[src/rtl/lcd_bus_pkg.sv]
// lcd_bus_pkg: command-word field layout and state encoding for the LCD bus writer
package lcd_bus_pkg;
  localparam logic [1:0] TYPE_CMD   = 2'b00;
  localparam logic [1:0] TYPE_DATA  = 2'b01;
  localparam logic [1:0] TYPE_DELAY = 2'b10;
  localparam logic [1:0] TYPE_RSVD  = 2'b11;
  localparam int TYPE_MSB    = 31;
  localparam int TYPE_LSB    = 30;
  localparam int COUNT_MSB   = 23;
  localparam int PAYLOAD_MSB = 15;
  typedef enum logic [2:0] {IDLE, POP, SETUP, WR_LOW, WR_HIGH, DELAY, GAP} state_t;
endpackage

[src/rtl/lcd_delay_timer.sv]
// lcd_delay_timer: prescaled 24-bit tick down-counter; done marks the final cycle of the delay
module lcd_delay_timer #(
  parameter int PRESCALE = 50
) (
  input  logic        clock,
  input  logic        reset_n,
  input  logic        load,
  input  logic        count,
  input  logic [23:0] ticks,
  output logic        done
);
  localparam int PW = PRESCALE > 1 ? $clog2(PRESCALE) : 1;
  localparam logic [PW-1:0] PMAX = PW'(PRESCALE - 1);
  logic [23:0]   left;
  logic [PW-1:0] pre;
  assign done = left == '0 || (left == 24'd1 && pre == '0);
  always_ff @(posedge clock or negedge reset_n) begin
    if (!reset_n) begin
      left <= '0;
      pre  <= '0;
    end else if (load) begin
      left <= ticks;
      pre  <= PMAX;
    end else if (count && left != '0) begin
      if (pre != '0) pre <= pre - 1'b1;
      else begin
        left <= left - 1'b1;
        pre  <= left == 24'd1 ? '0 : PMAX;
      end
    end
  end
endmodule

[src/rtl/lcd_bus_writer.sv]
// lcd_bus_writer: pops command-FIFO words and replays them as 8080-style LCD bus writes or timed delays
module lcd_bus_writer
  import lcd_bus_pkg::*;
#(
  parameter int WR_LOW_CYCLES  = 2,
  parameter int WR_HIGH_CYCLES = 2,
  parameter int DELAY_PRESCALE = 50
) (
  input  logic        i_clock,
  input  logic        i_resetN,
  input  logic        i_enable,
  input  logic [31:0] i_fifoData,
  input  logic        i_fifoEmpty,
  output logic        o_fifoReadStrobe,
  output logic [15:0] o_lcdData,
  output logic        o_lcdDcX,
  output logic        o_lcdWrN,
  output logic        o_lcdCsN,
  output logic        o_busy
);
  localparam int CMAX = WR_LOW_CYCLES > WR_HIGH_CYCLES ? WR_LOW_CYCLES : WR_HIGH_CYCLES;
  localparam int CW = CMAX > 1 ? $clog2(CMAX) : 1;
  localparam logic [CW-1:0] LOW_LAST  = CW'(WR_LOW_CYCLES - 1);
  localparam logic [CW-1:0] HIGH_LAST = CW'(WR_HIGH_CYCLES - 1);
  state_t        state;
  logic [1:0]    kind;
  logic [23:0]   arg;
  logic [CW-1:0] cnt;
  logic          fetch, delay_done, unused_bits;
  assign fetch = i_enable && !i_fifoEmpty;
  assign o_busy = state != IDLE;
  assign unused_bits = ^i_fifoData[29:24];
  lcd_delay_timer #(.PRESCALE(DELAY_PRESCALE)) u_timer (
    .clock  (i_clock),
    .reset_n(i_resetN),
    .load   (state == POP && kind == TYPE_DELAY),
    .count  (state == DELAY),
    .ticks  (arg),
    .done   (delay_done)
  );
  always_ff @(posedge i_clock or negedge i_resetN) begin
    if (!i_resetN) begin
      state            <= IDLE;
      kind             <= TYPE_CMD;
      arg              <= '0;
      cnt              <= '0;
      o_fifoReadStrobe <= 1'b0;
      o_lcdData        <= '0;
      o_lcdDcX         <= 1'b1;
      o_lcdWrN         <= 1'b1;
      o_lcdCsN         <= 1'b1;
    end else begin
      o_fifoReadStrobe <= 1'b0;
      case (state)
        IDLE:
          if (fetch) begin
            state            <= POP;
            o_fifoReadStrobe <= 1'b1;
            kind             <= i_fifoData[TYPE_MSB:TYPE_LSB];
            arg              <= i_fifoData[COUNT_MSB:0];
          end else o_lcdCsN <= 1'b1;
        POP:
          if (kind == TYPE_CMD || kind == TYPE_DATA) begin
            state     <= SETUP;
            o_lcdData <= arg[PAYLOAD_MSB:0];
            o_lcdDcX  <= kind[0];
            o_lcdCsN  <= 1'b0;
          end else begin
            // zero-length delays and reserved words both take the one-cycle GAP path
            state    <= (kind == TYPE_DELAY && arg != '0) ? DELAY : GAP;
            o_lcdCsN <= 1'b1;
          end
        SETUP: begin
          state    <= WR_LOW;
          o_lcdWrN <= 1'b0;
          cnt      <= LOW_LAST;
        end
        WR_LOW:
          if (cnt == '0) begin
            state    <= WR_HIGH;
            o_lcdWrN <= 1'b1;
            cnt      <= HIGH_LAST;
          end else cnt <= cnt - 1'b1;
        WR_HIGH:
          if (cnt == '0) begin
            state    <= IDLE;
            o_lcdCsN <= !fetch;
          end else cnt <= cnt - 1'b1;
        DELAY: if (delay_done) state <= IDLE;
        default: state <= IDLE;
      endcase
    end
  end
endmodule

[config.mk]
export PLATFORM = sky130hd
export DESIGN_NAME = lcd_bus_writer
export DESIGN_NICKNAME = d
export VERILOG_FILES = /design/src/rtl/lcd_bus_pkg.sv /design/src/rtl/lcd_delay_timer.sv /design/src/rtl/lcd_bus_writer.sv
export SDC_FILE = /design/constraint.sdc
export NUM_CORES = 1
export LEC_CHECK = 0
export BUFFER_PORTS_ARGS = -buffer_cell sky130_fd_sc_hd__buf_4
export CAP_MARGIN = 20
export CORE_MARGIN = 2
export CORE_UTILIZATION = 45
export CTS_CLUSTER_DIAMETER = 30
export DETAILED_ROUTE_END_ITERATION = 6
export MAX_ROUTING_LAYER = met4
export PLACE_DENSITY = 0.68
export REMOVE_ABC_BUFFERS = 1
export SETUP_SLACK_MARGIN = 0.02
export SYNTH_ARGS = -nofsm -noshare
export SYNTH_HDL_FRONTEND = slang
export SYNTH_HIERARCHICAL = 1
export SYNTH_SLANG_ARGS = --single-unit
[constraint.sdc]
create_clock -name i_clock -period 3 [get_ports i_clock]
set_clock_uncertainty 0.1 [all_clocks]
set_input_delay 0.45 -clock i_clock [delete_from_list [all_inputs] [get_ports i_clock]]
set_output_delay 0.45 -clock i_clock [all_outputs]
set_load 0.01 [all_outputs]
==> results of run 1 <==
worst min-delay path, cell delays in order:
cell	delay, ns
sky130_fd_sc_hd__buf_4	0.08
sky130_fd_sc_hd__nand2_1	0.04
sky130_fd_sc_hd__nand2_1	0.04
per-layer routing:
metal	routed length, µm	GRT usage [%]
met5	0	-
met4	184	7.27
met3	347	3.55
met2	4270	30.6
met1	4130	27.0
final cells by class:
type	instances	area [µm²]
Clock buffer	10	138
Clock inverter	6	50.0
Fill cell	732	3970
Inverter	10	45.0
Multi-Input combinational cell	318	1860
Sequential cell	80	2010
Tap cell	108	135
Timing Repair Buffer	66	523
state kept, by name, indices dropped and copies added (netlist names):
signal and flops:
u_timer/pre 6, o_lcdData 16, cnt 1, kind 2, state 3, arg 24, o_lcdCsN 1, o_lcdDcX 1
u_timer/left 24, o_fifoReadStrobe 1, o_lcdWrN 1
logic make-up (layout without fill, tap and decap cells):
group                      count (synthesis)  count (layout)  share of synthesized area, %
buffers and inverters                     33              92                          4.90
xor gates and xnor gates                   1               1                         0.216
AOI/OAI and AO/OA                         73              73                          11.6
adders and majority gates                  5               5                          1.54
and+or+nand+nor                          221             221                          27.3
DFF                                       80              80                          49.4
muxes                                     18              18                          5.00
cells in the final DEF, fill, tap and decap left out, types with 7 or more instances in the layout:
master | synthesis | final
sky130_fd_sc_hd__nor3_1 | 11 | 10
sky130_fd_sc_hd__nand3_1 | 11 | 11
sky130_fd_sc_hd__dfrtp_1 | 77 | 77
sky130_fd_sc_hd__or3_1 | 12 | 12
sky130_fd_sc_hd__nor4_1 | 7 | 7
sky130_fd_sc_hd__a21oi_1 | 8 | 8
sky130_fd_sc_hd__buf_4 | 5 | 63
sky130_fd_sc_hd__a31oi_1 | 19 | 19
sky130_fd_sc_hd__clkbuf_8 | 0 | 10
sky130_fd_sc_hd__nor2_1 | 35 | 35
sky130_fd_sc_hd__nand2_1 | 97 | 97
sky130_fd_sc_hd__or4_1 | 12 | 12
sky130_fd_sc_hd__o31ai_1 | 9 | 9
sky130_fd_sc_hd__mux2_2 | 14 | 14
sky130_fd_sc_hd__inv_1 | 9 | 9
sky130_fd_sc_hd__o21ai_0 | 17 | 17
power by group:
part / switching [µW] / internal [µW] / leakage (µW) / total, µW
Combinational: 891 / 841 / 0.00101 / 1730
Sequential: 461 / 1590 / 0.000978 / 2050
Clock: 425 / 332 / 0.0000895 / 757
Total: 1780 / 2770 / 0.00208 / 4540
stage by stage:
stage | hold slack [ns] | utilization, %
6_report | 0.174 | 54.5
5_1_grt | 0.157 | 54.5
4_1_cts | 0.160 | 54.2
2_1_floorplan | 0.0544 | -
3_5_place_dp | 0.378 | 52.0
3_3_place_gp | 0.375 | 52.0
worst max path at each step:
| stage | start | endpoint | slack, ns | depth (start not counted) |
|---|---|---|---|---|
| 6_report | u_timer/pre[2]$_DFFE_PN0P_ | u_timer/left[13]$_DFFE_PN0P_ | 0.46 | 6 |
| 5_1_grt | u_timer/pre[2]$_DFFE_PN0P_ | u_timer/left[13]$_DFFE_PN0P_ | 0.26 | 6 |
| 4_1_cts | u_timer/pre[2]$_DFFE_PN0P_ | u_timer/left[13]$_DFFE_PN0P_ | 0.46 | 6 |
| 3_5_place_dp | u_timer/pre[2]$_DFFE_PN0P_ | u_timer/left[13]$_DFFE_PN0P_ | 0.48 | 6 |
| 3_3_place_gp | u_timer/pre[2]$_DFFE_PN0P_ | u_timer/left[13]$_DFFE_PN0P_ | 0.51 | 6 |
| 2_1_floorplan | state[1]$_DFFE_PN0P_ | u_timer/left[20]$_DFFE_PN0P_ | -0.15 | 5 |
==> results.json, run 1 <==
{
  "cts.clk_slew.worst_paths_ns": 0.09,
  "grt_antenna_before_repair": 0,
  "gp_routability_congestion": 0.828,
  "post-dp-hpwl_um": 6380,
  "ir_worst_vdd_mv": 0.444,
  "cts-hold-fix-buffers": 0,
  "sequential_fraction_of_the_synthesis_area_pct": 49.4,
  "finish.cell_count_without_fillers": 598,
  "worstPathCellList": "nor4_1 > nand3_1 > a31o_2 > buf_4 > or4_2 > o211ai_1",
  "critical_path_startpoint_category": "register",
  "layout-drive-gt1-share_pct": 24.5,
  "io_pins": 57,
  "worst_path_max_delay_cell": "sky130_fd_sc_hd__or4_2",
  "clock_tree.htree_level_count": 3,
  "critical_path_buf_inv_count": 1,
  "post_synth_inst_count": 431,
  "vias_in_the_first_global_route": 3252,
  "critical_path_class": "register to register",
  "die-area_um2": 9790,
  "r2r_setup_slack_ns": 0.46,
  "min-delay-start": "i_fifoData[10]",
  "distinct_cell_type_count_of_the_synthesized_netlist": 55,
  "critical-path-top-delay-family": "simple AND/OR/NAND/NOR gates",
  "synth-main-ff-cell": "sky130_fd_sc_hd__dfrtp_1",
  "grt_overflow": 0,
  "cts.root.buffer_cell": "sky130_fd_sc_hd__clkbuf_8",
  "core.rowCount": 34,
  "placement.cell_area_um2": 4540,
  "first_pass_iters": 4,
  "whs_endpoint": "arg[10]$_DFFE_PN0P_",
  "yosysTopAreaCell": "sky130_fd_sc_hd__dfrtp_1",
  "antenna_cells": 0,
  "routed_wire_length_per_instance_um": 14.9,
  "vias_per_instance": 5.62,
  "rsz0062_at_grt": "no",
  "hold_depth": 3,
  "grtUsageTotal_pct": 20.0,
  "wp_data_required_ns": 3.17,
  "leakage_power_figure_uw": 0.00208,
  "timing.final.crit_share_pct": 84.7,
  "hold_path.class": "input pin to register",
  "die_width_um": 98.9,
  "path_max_fanout": 14,
  "maxSlewHeadroom_pct": 56.1,
  "timing.critical_path.arrival_ns": 2.72,
  "floorplan.initialDensity_pct": 46.5,
  "grt_start_max_net_pins": 81,
  "finalWorstPathRequiredPeriod_ns": 2.54,
  "drt.antenna.violating_nets": 0,
  "syn_to_final_growth_pct": 17.2,
  "power.density_cell_area_nw_per_um2": 956,
  "maxCapViolations": 0,
  "wl_um": 8930,
  "synth_most_common_cell": "sky130_fd_sc_hd__nand2_1",
  "setup.worst_path.end_class": "register",
  "clock_latency_ns": 0.36,
  "route.detailed.drc": 0,
  "port_buffers": 50,
  "core_area_um2": 8720,
  "dr.first_iter.drc_count": 144,
  "tightest_slew_ns": 0.658,
  "number_of_synthesized_register_bits": 80,
  "critPathMaxStageDelay_ns": 0.61,
  "critical_path.reg2reg.endpoint": "u_timer/left[13]$_DFFE_PN0P_",
  "first_pass_grt_wire_length_um": 15400,
  "status": "finished clean",
  "cts_tree": "yes",
  "preCtsSetupSlack_ns": 0.482,
  "yosys_warnings": 6,
  "vias": 3362,
  "cts_made_buffers": 9,
  "crit-reg2reg-launch": "u_timer/pre[2]$_DFFE_PN0P_",
  "yosys.area.top_type_share_pct": 47.5,
  "synthTopCellsByCount": "sky130_fd_sc_hd__nand2_1 (97), sky130_fd_sc_hd__dfrtp_1 (77), sky130_fd_sc_hd__nor2_1 (35), sky130_fd_sc_hd__a31oi_1 (19), sky130_fd_sc_hd__o21ai_0 (17)",
  "totalNegativeSetupSlack_ns": 0,
  "report.power.total_uw": 4540,
  "dieHeight_um": 98.9,
  "design.final.nets": 526,
  "finalMaxSlewViolations": 0,
  "clock_path_buffers": 2,
  "clock-sinks": 80,
  "fmax_ghz": 0.394,
  "mappedNetlistArea_um2": 4060,
  "synth.top_cells.by_area": "sky130_fd_sc_hd__dfrtp_1 (48%), sky130_fd_sc_hd__nand2_1 (9.0%), sky130_fd_sc_hd__mux2_2 (3.9%), sky130_fd_sc_hd__nor2_1 (3.2%), sky130_fd_sc_hd__a31oi_1 (2.9%)",
  "syn_area_per_cell_um2": 9.41,
  "place.detailed.instances": 580,
  "ff2ff_path_depth": 6,
  "final.setup.worst_slack_ns": 0.459,
  "cts.repair_timing.setup_buffer_count": 0,
  "cts.repair.resized": 0,
  "post_synth_edffs": 0,
  "setup_viol_count_final": 0,
  "asyncSetResetFlopFracSynth_pct": 100,
  "final_hold_viol_count": 0,
  "stdcell_area_um2": 4750
}
No activity file was read; power rests on OpenSTA's default activity.
==> run 2: changes to the inputs <==
==> constraint.sdc (replaced) <==
create_clock -name i_clock -period 2.38 [get_ports i_clock]
set_clock_uncertainty 0.1 [all_clocks]
set_input_delay 0.357 -clock i_clock [delete_from_list [all_inputs] [get_ports i_clock]]
set_output_delay 0.357 -clock i_clock [all_outputs]
set_load 0.01 [all_outputs]
==> run 2 against run 1 <==
Clock power is 48% higher; critical path type unchanged; non-clock buffer count grew 20; count of clock-buffer cells in the layout unchanged; flip-flop and latch count did not move; combinational power up 38%; sequential power rose by 25%; largest cell class unchanged; the run now ends with setup timing left; utilization increased by 2.5 points; highest routed layer unchanged.
==> results.json, run 2 (synthesized netlist as in run 1, its figures left out) <==
{
  "status": "finished, violations left",
  "violated_checks": "setup timing",
  "routed_wire_length_per_instance_um": 15.0,
  "clock_path_buffers": 2,
  "wl_um": 9270,
  "clock_tree.htree_level_count": 3,
  "core_area_um2": 8720,
  "gp_routability_congestion": 0.846,
  "first_pass_grt_wire_length_um": 15800,
  "critical_path_class": "register to register",
  "vias_per_instance": 5.52,
  "cts.clk_slew.worst_paths_ns": 0.09,
  "port_buffers": 50,
  "top_layer_used": "met4",
  "power.density_cell_area_nw_per_um2": 1220,
  "cts.root.buffer_cell": "sky130_fd_sc_hd__clkbuf_8",
  "detailroute.wirelength.met2_um": 4560,
  "vias": 3414,
  "timing.final.crit_share_pct": 101,
  "dr.first_iter.drc_count": 186,
  "grt_start_max_net_pins": 43,
  "route.detailed.drc": 0,
  "wp_data_required_ns": 2.54,
  "met3RoutedLength_um": 234,
  "grtUsageTotal_pct": 20.3,
  "cts_tree": "yes",
  "reg.largest.list": "arg: 24 flops, u_timer/left: 24 flops, o_lcdData: 16 flops",
  "finalWorstPathRequiredPeriod_ns": 2.40,
  "clock_latency_ns": 0.35,
  "io_pins": 57,
  "final_cell_mix": "sky130_fd_sc_hd__nand2_1 (97), sky130_fd_sc_hd__buf_4 (82), sky130_fd_sc_hd__dfrtp_1 (77)",
  "setup_viol_count_final": 2,
  "place.detailed.instances": 598,
  "final_core_utilization_pct": 57.0,
  "clock-sinks": 80,
  "grt_antenna_before_repair": 0,
  "hold_path.class": "input pin to register",
  "design.final.nets": 546,
  "first_pass_iters": 6,
  "path_max_fanout": 4,
  "seq_area_um2": 2010,
  "report.power.total_uw": 6070,
  "finish.cell_count_without_fillers": 618,
  "layout.cells.most_common": "sky130_fd_sc_hd__nand2_1",
  "vias_in_the_first_global_route": 3310,
  "critical_path_startpoint_category": "register",
  "layout-drive-gt1-share_pct": 28.2,
  "rsz0062_at_grt": "yes",
  "multi_input_comb_area_um2": 1880,
  "cts_made_buffers": 9,
  "timing.critical_path.arrival_ns": 2.56,
  "syn_to_final_growth_pct": 22.6,
  "floorplan.initialDensity_pct": 46.5,
  "die_width_um": 98.9,
  "setup.worst_path.end_class": "register",
  "final_hold_viol_count": 0,
  "ir_worst_vdd_mv": 0.640,
  "r2r_setup_slack_ns": -0.02,
  "post-dp-hpwl_um": 6620,
  "drt.antenna.violating_nets": 0,
  "core.rowCount": 34,
  "die-area_um2": 9790,
  "maxSlewHeadroom_pct": 68.7,
  "leakage_power_figure_uw": 0.00220,
  "dieHeight_um": 98.9,
  "final.setup.worst_slack_ns": -0.0181,
  "antenna_cells": 0,
  "grt_overflow": 0,
  "final.fill_count": 750,
  "tightest_slew_ns": 0.470,
  "maxCapViolations": 0,
  "fmax_ghz": 0.417,
  "finalMaxSlewViolations": 0,
  "drt-met1-wl_um": 4390
}
run 2: final cells by class:
cell class | count | share of cell area [%]
Tap cell | 108 | 2.72
Timing Repair Buffer | 86 | 13.8
Clock inverter | 6 | 1.86
Inverter | 10 | 0.905
Clock buffer | 10 | 2.57
Multi-Input combinational cell | 318 | 37.9
Sequential cell | 80 | 40.3
run 2: path summary, 6_finish.rpt:
kind / endpoint / start / cells past startpoint
worst min register to register: o_lcdCsN$_DFFE_PN1P_ / o_lcdCsN$_DFFE_PN1P_ / 2
worst min-delay path: arg[11]$_DFFE_PN0P_ / i_fifoData[11] / 3
worst max register to register: u_timer/left[21]$_DFFE_PN0P_ / u_timer/left[13]$_DFFE_PN0P_ / 5
min in group asynchronous: arg[11]$_DFFE_PN0P_ / i_resetN / 2
max in group asynchronous: arg[7]$_DFFE_PN0P_ / i_resetN / 3
worst max-delay path: u_timer/left[21]$_DFFE_PN0P_ / u_timer/left[13]$_DFFE_PN0P_ / 5
run 2: worst max-delay path: stages, from the launching register on:
cell	delay (ns)
sky130_fd_sc_hd__dfrtp_1	0.39
sky130_fd_sc_hd__or4_4	0.54
sky130_fd_sc_hd__or2_4	0.26
sky130_fd_sc_hd__or4_1	0.53
sky130_fd_sc_hd__or3_1	0.32
sky130_fd_sc_hd__a31oi_1	0.17
run 2: power breakdown:
part / switching (µW) / internal [µW]
Clock: 523 / 597
Sequential: 561 / 2010
Combinational: 1190 / 1190
run 2: metrics by stage:
step	instance area [µm²]	setup WS, ns	setup TNS (ns)	hold slack (ns)
after CTS	4940	-0.0139	-0.0271	0.0719
after global routing	4970	-0.108	-0.413	0.0788
after detailed placement	4700	-0.0111	-0.0111	0.240
after global placement	4700	0.0121	0	0.251
final	4970	-0.0181	-0.0356	0.0874
after floorplan	3900	-0.771	-16.23	-0.0386
run 2: layer usage:
| metal | up-vias | track usage, % |
|---|---|---|
| met1 | 1651 | 27.5 |
| li1 | 1689 | - |
| met4 | 0 | 5.16 |
| met2 | 66 | 32.0 |
| met3 | 8 | 3.33 |
| met5 | - | - |
run 2: what timing repair did:
action	CTS	global route
setup endpoints to repair	7	11
pin swaps	3	3
hold endpoints to repair	31	0
setup buffers	2	1
resized for setup	2	6
hold buffers	1	0
==> run 3: changes to the inputs <==
--- a/config.mk
+++ b/config.mk
@@ -5,14 +5,15 @@
 export SDC_FILE = /design/constraint.sdc
 export NUM_CORES = 1
 export LEC_CHECK = 0
-export BUFFER_PORTS_ARGS = -buffer_cell sky130_fd_sc_hd__buf_4
 export CAP_MARGIN = 20
 export CORE_MARGIN = 2
 export CORE_UTILIZATION = 45
 export CTS_CLUSTER_DIAMETER = 30
 export DETAILED_ROUTE_END_ITERATION = 6
+export DONT_BUFFER_PORTS = 1
+export HOLD_SLACK_MARGIN = 0.12
 export MAX_ROUTING_LAYER = met4
-export PLACE_DENSITY = 0.68
+export PLACE_DENSITY = 0.63
 export REMOVE_ABC_BUFFERS = 1
 export SETUP_SLACK_MARGIN = 0.02
 export SYNTH_ARGS = -nofsm -noshare
==> run 3 against run 2 <==
The flow now finishes without violations; global-route usage increased by 0.69 points; first-iteration DRC count is 16% higher; critical path depth unchanged; clock power is 4% lower; design area is 1.1% lower; critical path type unchanged; largest power group unchanged.
==> results.json, run 3 (synthesized netlist as in run 1, its figures left out) <==
{
  "status": "finished clean",
  "core.rowCount": 34,
  "grtUsageTotal_pct": 21.0,
  "maxSlewHeadroom_pct": 63.3,
  "crit-reg2reg-launch": "u_timer/left[14]$_DFFE_PN0P_",
  "ff2ff_path_depth": 5,
  "clock-sinks": 80,
  "cts_made_buffers": 9,
  "vias_per_instance": 5.71,
  "ir_worst_vdd_mv": 0.605,
  "io_pins": 57,
  "rsz0062_at_grt": "yes",
  "final_cell_mix": "sky130_fd_sc_hd__nand2_1 (97), sky130_fd_sc_hd__dfrtp_1 (77), sky130_fd_sc_hd__nor2_1 (34)",
  "hold_depth": 3,
  "die-area_um2": 9790,
  "vias": 3398,
  "final_core_utilization_pct": 56.4,
  "first_pass_iters": 4,
  "first_pass_grt_wire_length_um": 16000,
  "fmax_ghz": 0.425,
  "whs_endpoint": "o_lcdCsN$_DFFE_PN1P_",
  "gp_routability_congestion": 0.906,
  "drt.antenna.violating_nets": 0,
  "critical_path_startpoint_category": "register",
  "setup_viol_count_final": 0,
  "critical_path_class": "register to register",
  "setup.worst_path.end_class": "register",
  "maxCapViolations": 0,
  "floorplan.initialDensity_pct": 46.5,
  "hold_path.class": "input pin to register",
  "port_buffers": 0,
  "design.final.nets": 523,
  "tightest_slew_ns": 0.546,
  "placement.cell_area_um2": 4280,
  "grt_antenna_before_repair": 0,
  "wp_data_required_ns": 2.56,
  "post-dp-hpwl_um": 6330,
  "leakage_power_figure_uw": 0.00209,
  "syn_to_final_growth_pct": 21.3,
  "top_layer_used": "met4",
  "die_width_um": 98.9,
  "final_hold_viol_count": 0,
  "cts.clk_slew.worst_paths_ns": 0.09,
  "grt_start_max_net_pins": 81,
  "vias_in_the_first_global_route": 3321,
  "cts_tree": "yes",
  "clock_latency_ns": 0.36,
  "final.fill_count": 747,
  "antenna_cells": 0,
  "stdcell_area_um2": 4920,
  "timing.critical_path.arrival_ns": 2.53,
  "reg.largest.list": "arg: 24 flops, u_timer/left: 24 flops, o_lcdData: 16 flops",
  "clock_path_buffers": 2,
  "report.power.total_uw": 5850,
  "drt-met1-wl_um": 4620,
  "dr.first_iter.drc_count": 216,
  "dieHeight_um": 98.9,
  "core_area_um2": 8720,
  "power.density_cell_area_nw_per_um2": 1190,
  "finalMaxSlewViolations": 0,
  "r2r_setup_slack_ns": 0.02,
  "clock_tree.htree_level_count": 3,
  "path_max_fanout": 6,
  "routed_wire_length_per_instance_um": 16.4,
  "critical_path.reg2reg.endpoint": "u_timer/left[23]$_DFFE_PN0P_",
  "finalWorstPathRequiredPeriod_ns": 2.36,
  "wl_um": 9780,
  "route.detailed.drc": 0,
  "met3RoutedLength_um": 306,
  "timing.final.crit_share_pct": 99.0,
  "layout-drive-gt1-share_pct": 20.9,
  "totalNegativeSetupSlack_ns": 0,
  "detailroute.wirelength.met2_um": 4700,
  "grt_overflow": 0,
  "layout.cells.most_common": "sky130_fd_sc_hd__nand2_1",
  "cts.root.buffer_cell": "sky130_fd_sc_hd__clkbuf_8",
  "min-delay-start": "i_enable"
}
-- run 3: per-stage QoR --
step	setup WS, ns	cells	hold WS, ns
2_1_floorplan	-0.771	408	-0.0386
3_3_place_gp	0.00515	546	-0.0372
3_5_place_dp	-0.0252	546	-0.0375
4_1_cts	0.00625	592	0.228
5_1_grt	-0.0520	595	0.302
6_report	0.0244	595	0.243
-- run 3: routing by layer --
layer	vias up	global-route usage (%)
met4	0	7.69
met3	13	2.62
met5	-	-
li1	1657	-
met2	64	32.8
met1	1664	28.2
-- run 3: how the worst max path moves through the flow --
stage,start,end,slack [ns],depth (start not counted)
final,u_timer/left[14]$_DFFE_PN0P_,u_timer/left[23]$_DFFE_PN0P_,0.02,5
after global routing,u_timer/left[12]$_DFFE_PN0P_,u_timer/left[23]$_DFFE_PN0P_,-0.05,5
after CTS,u_timer/left[13]$_DFFE_PN0P_,u_timer/left[23]$_DFFE_PN0P_,0.006,5
after detailed placement,u_timer/left[13]$_DFFE_PN0P_,u_timer/left[23]$_DFFE_PN0P_,-0.03,5
after global placement,u_timer/left[13]$_DFFE_PN0P_,u_timer/left[23]$_DFFE_PN0P_,0.005,5
after floorplan,state[1]$_DFFE_PN0P_,u_timer/left[20]$_DFFE_PN0P_,-0.77,5
-- run 3: area by class of cell --
class	count	area (µm²)	share of cell area, %
clock buffers	10	138	2.80
clock inverters	6	75.1	1.53
inverters	10	45.0	0.916
multi-input cells	319	1950	39.6
flip-flops and latches	80	2010	40.8
well taps	108	135	2.75
repair buffers	62	573	11.6
-- run 3: report_power, final --
| group | leakage [µW] | internal [µW] | total [µW] | switching, µW |
|---|---|---|---|---|
| logic | 0.00100 | 992 | 2060 | 1070 |
| registers | 0.000978 | 2010 | 2710 | 701 |
| clock network | 0.000105 | 530 | 1070 | 544 |
| total | 0.00209 | 3530 | 5850 | 2310 |
-- run 3: timing repair --
action,4_1_cts,5_1_grt
hold buffers,28,0
gates resized for setup,3,18
endpoints found under the setup margin,6,21
pin swaps,2,14
hold endpoints to repair,106,0
gates cloned,0,1
buffers inserted,2,2
-- run 3: worst max-delay path, cell delays in order (launching register included) --
cell and delay (ns):
sky130_fd_sc_hd__dfrtp_1 0.38, sky130_fd_sc_hd__or4_4 0.57, sky130_fd_sc_hd__or2_4 0.26, sky130_fd_sc_hd__or3_4 0.36, sky130_fd_sc_hd__or4_1 0.47, sky130_fd_sc_hd__a31oi_1 0.14
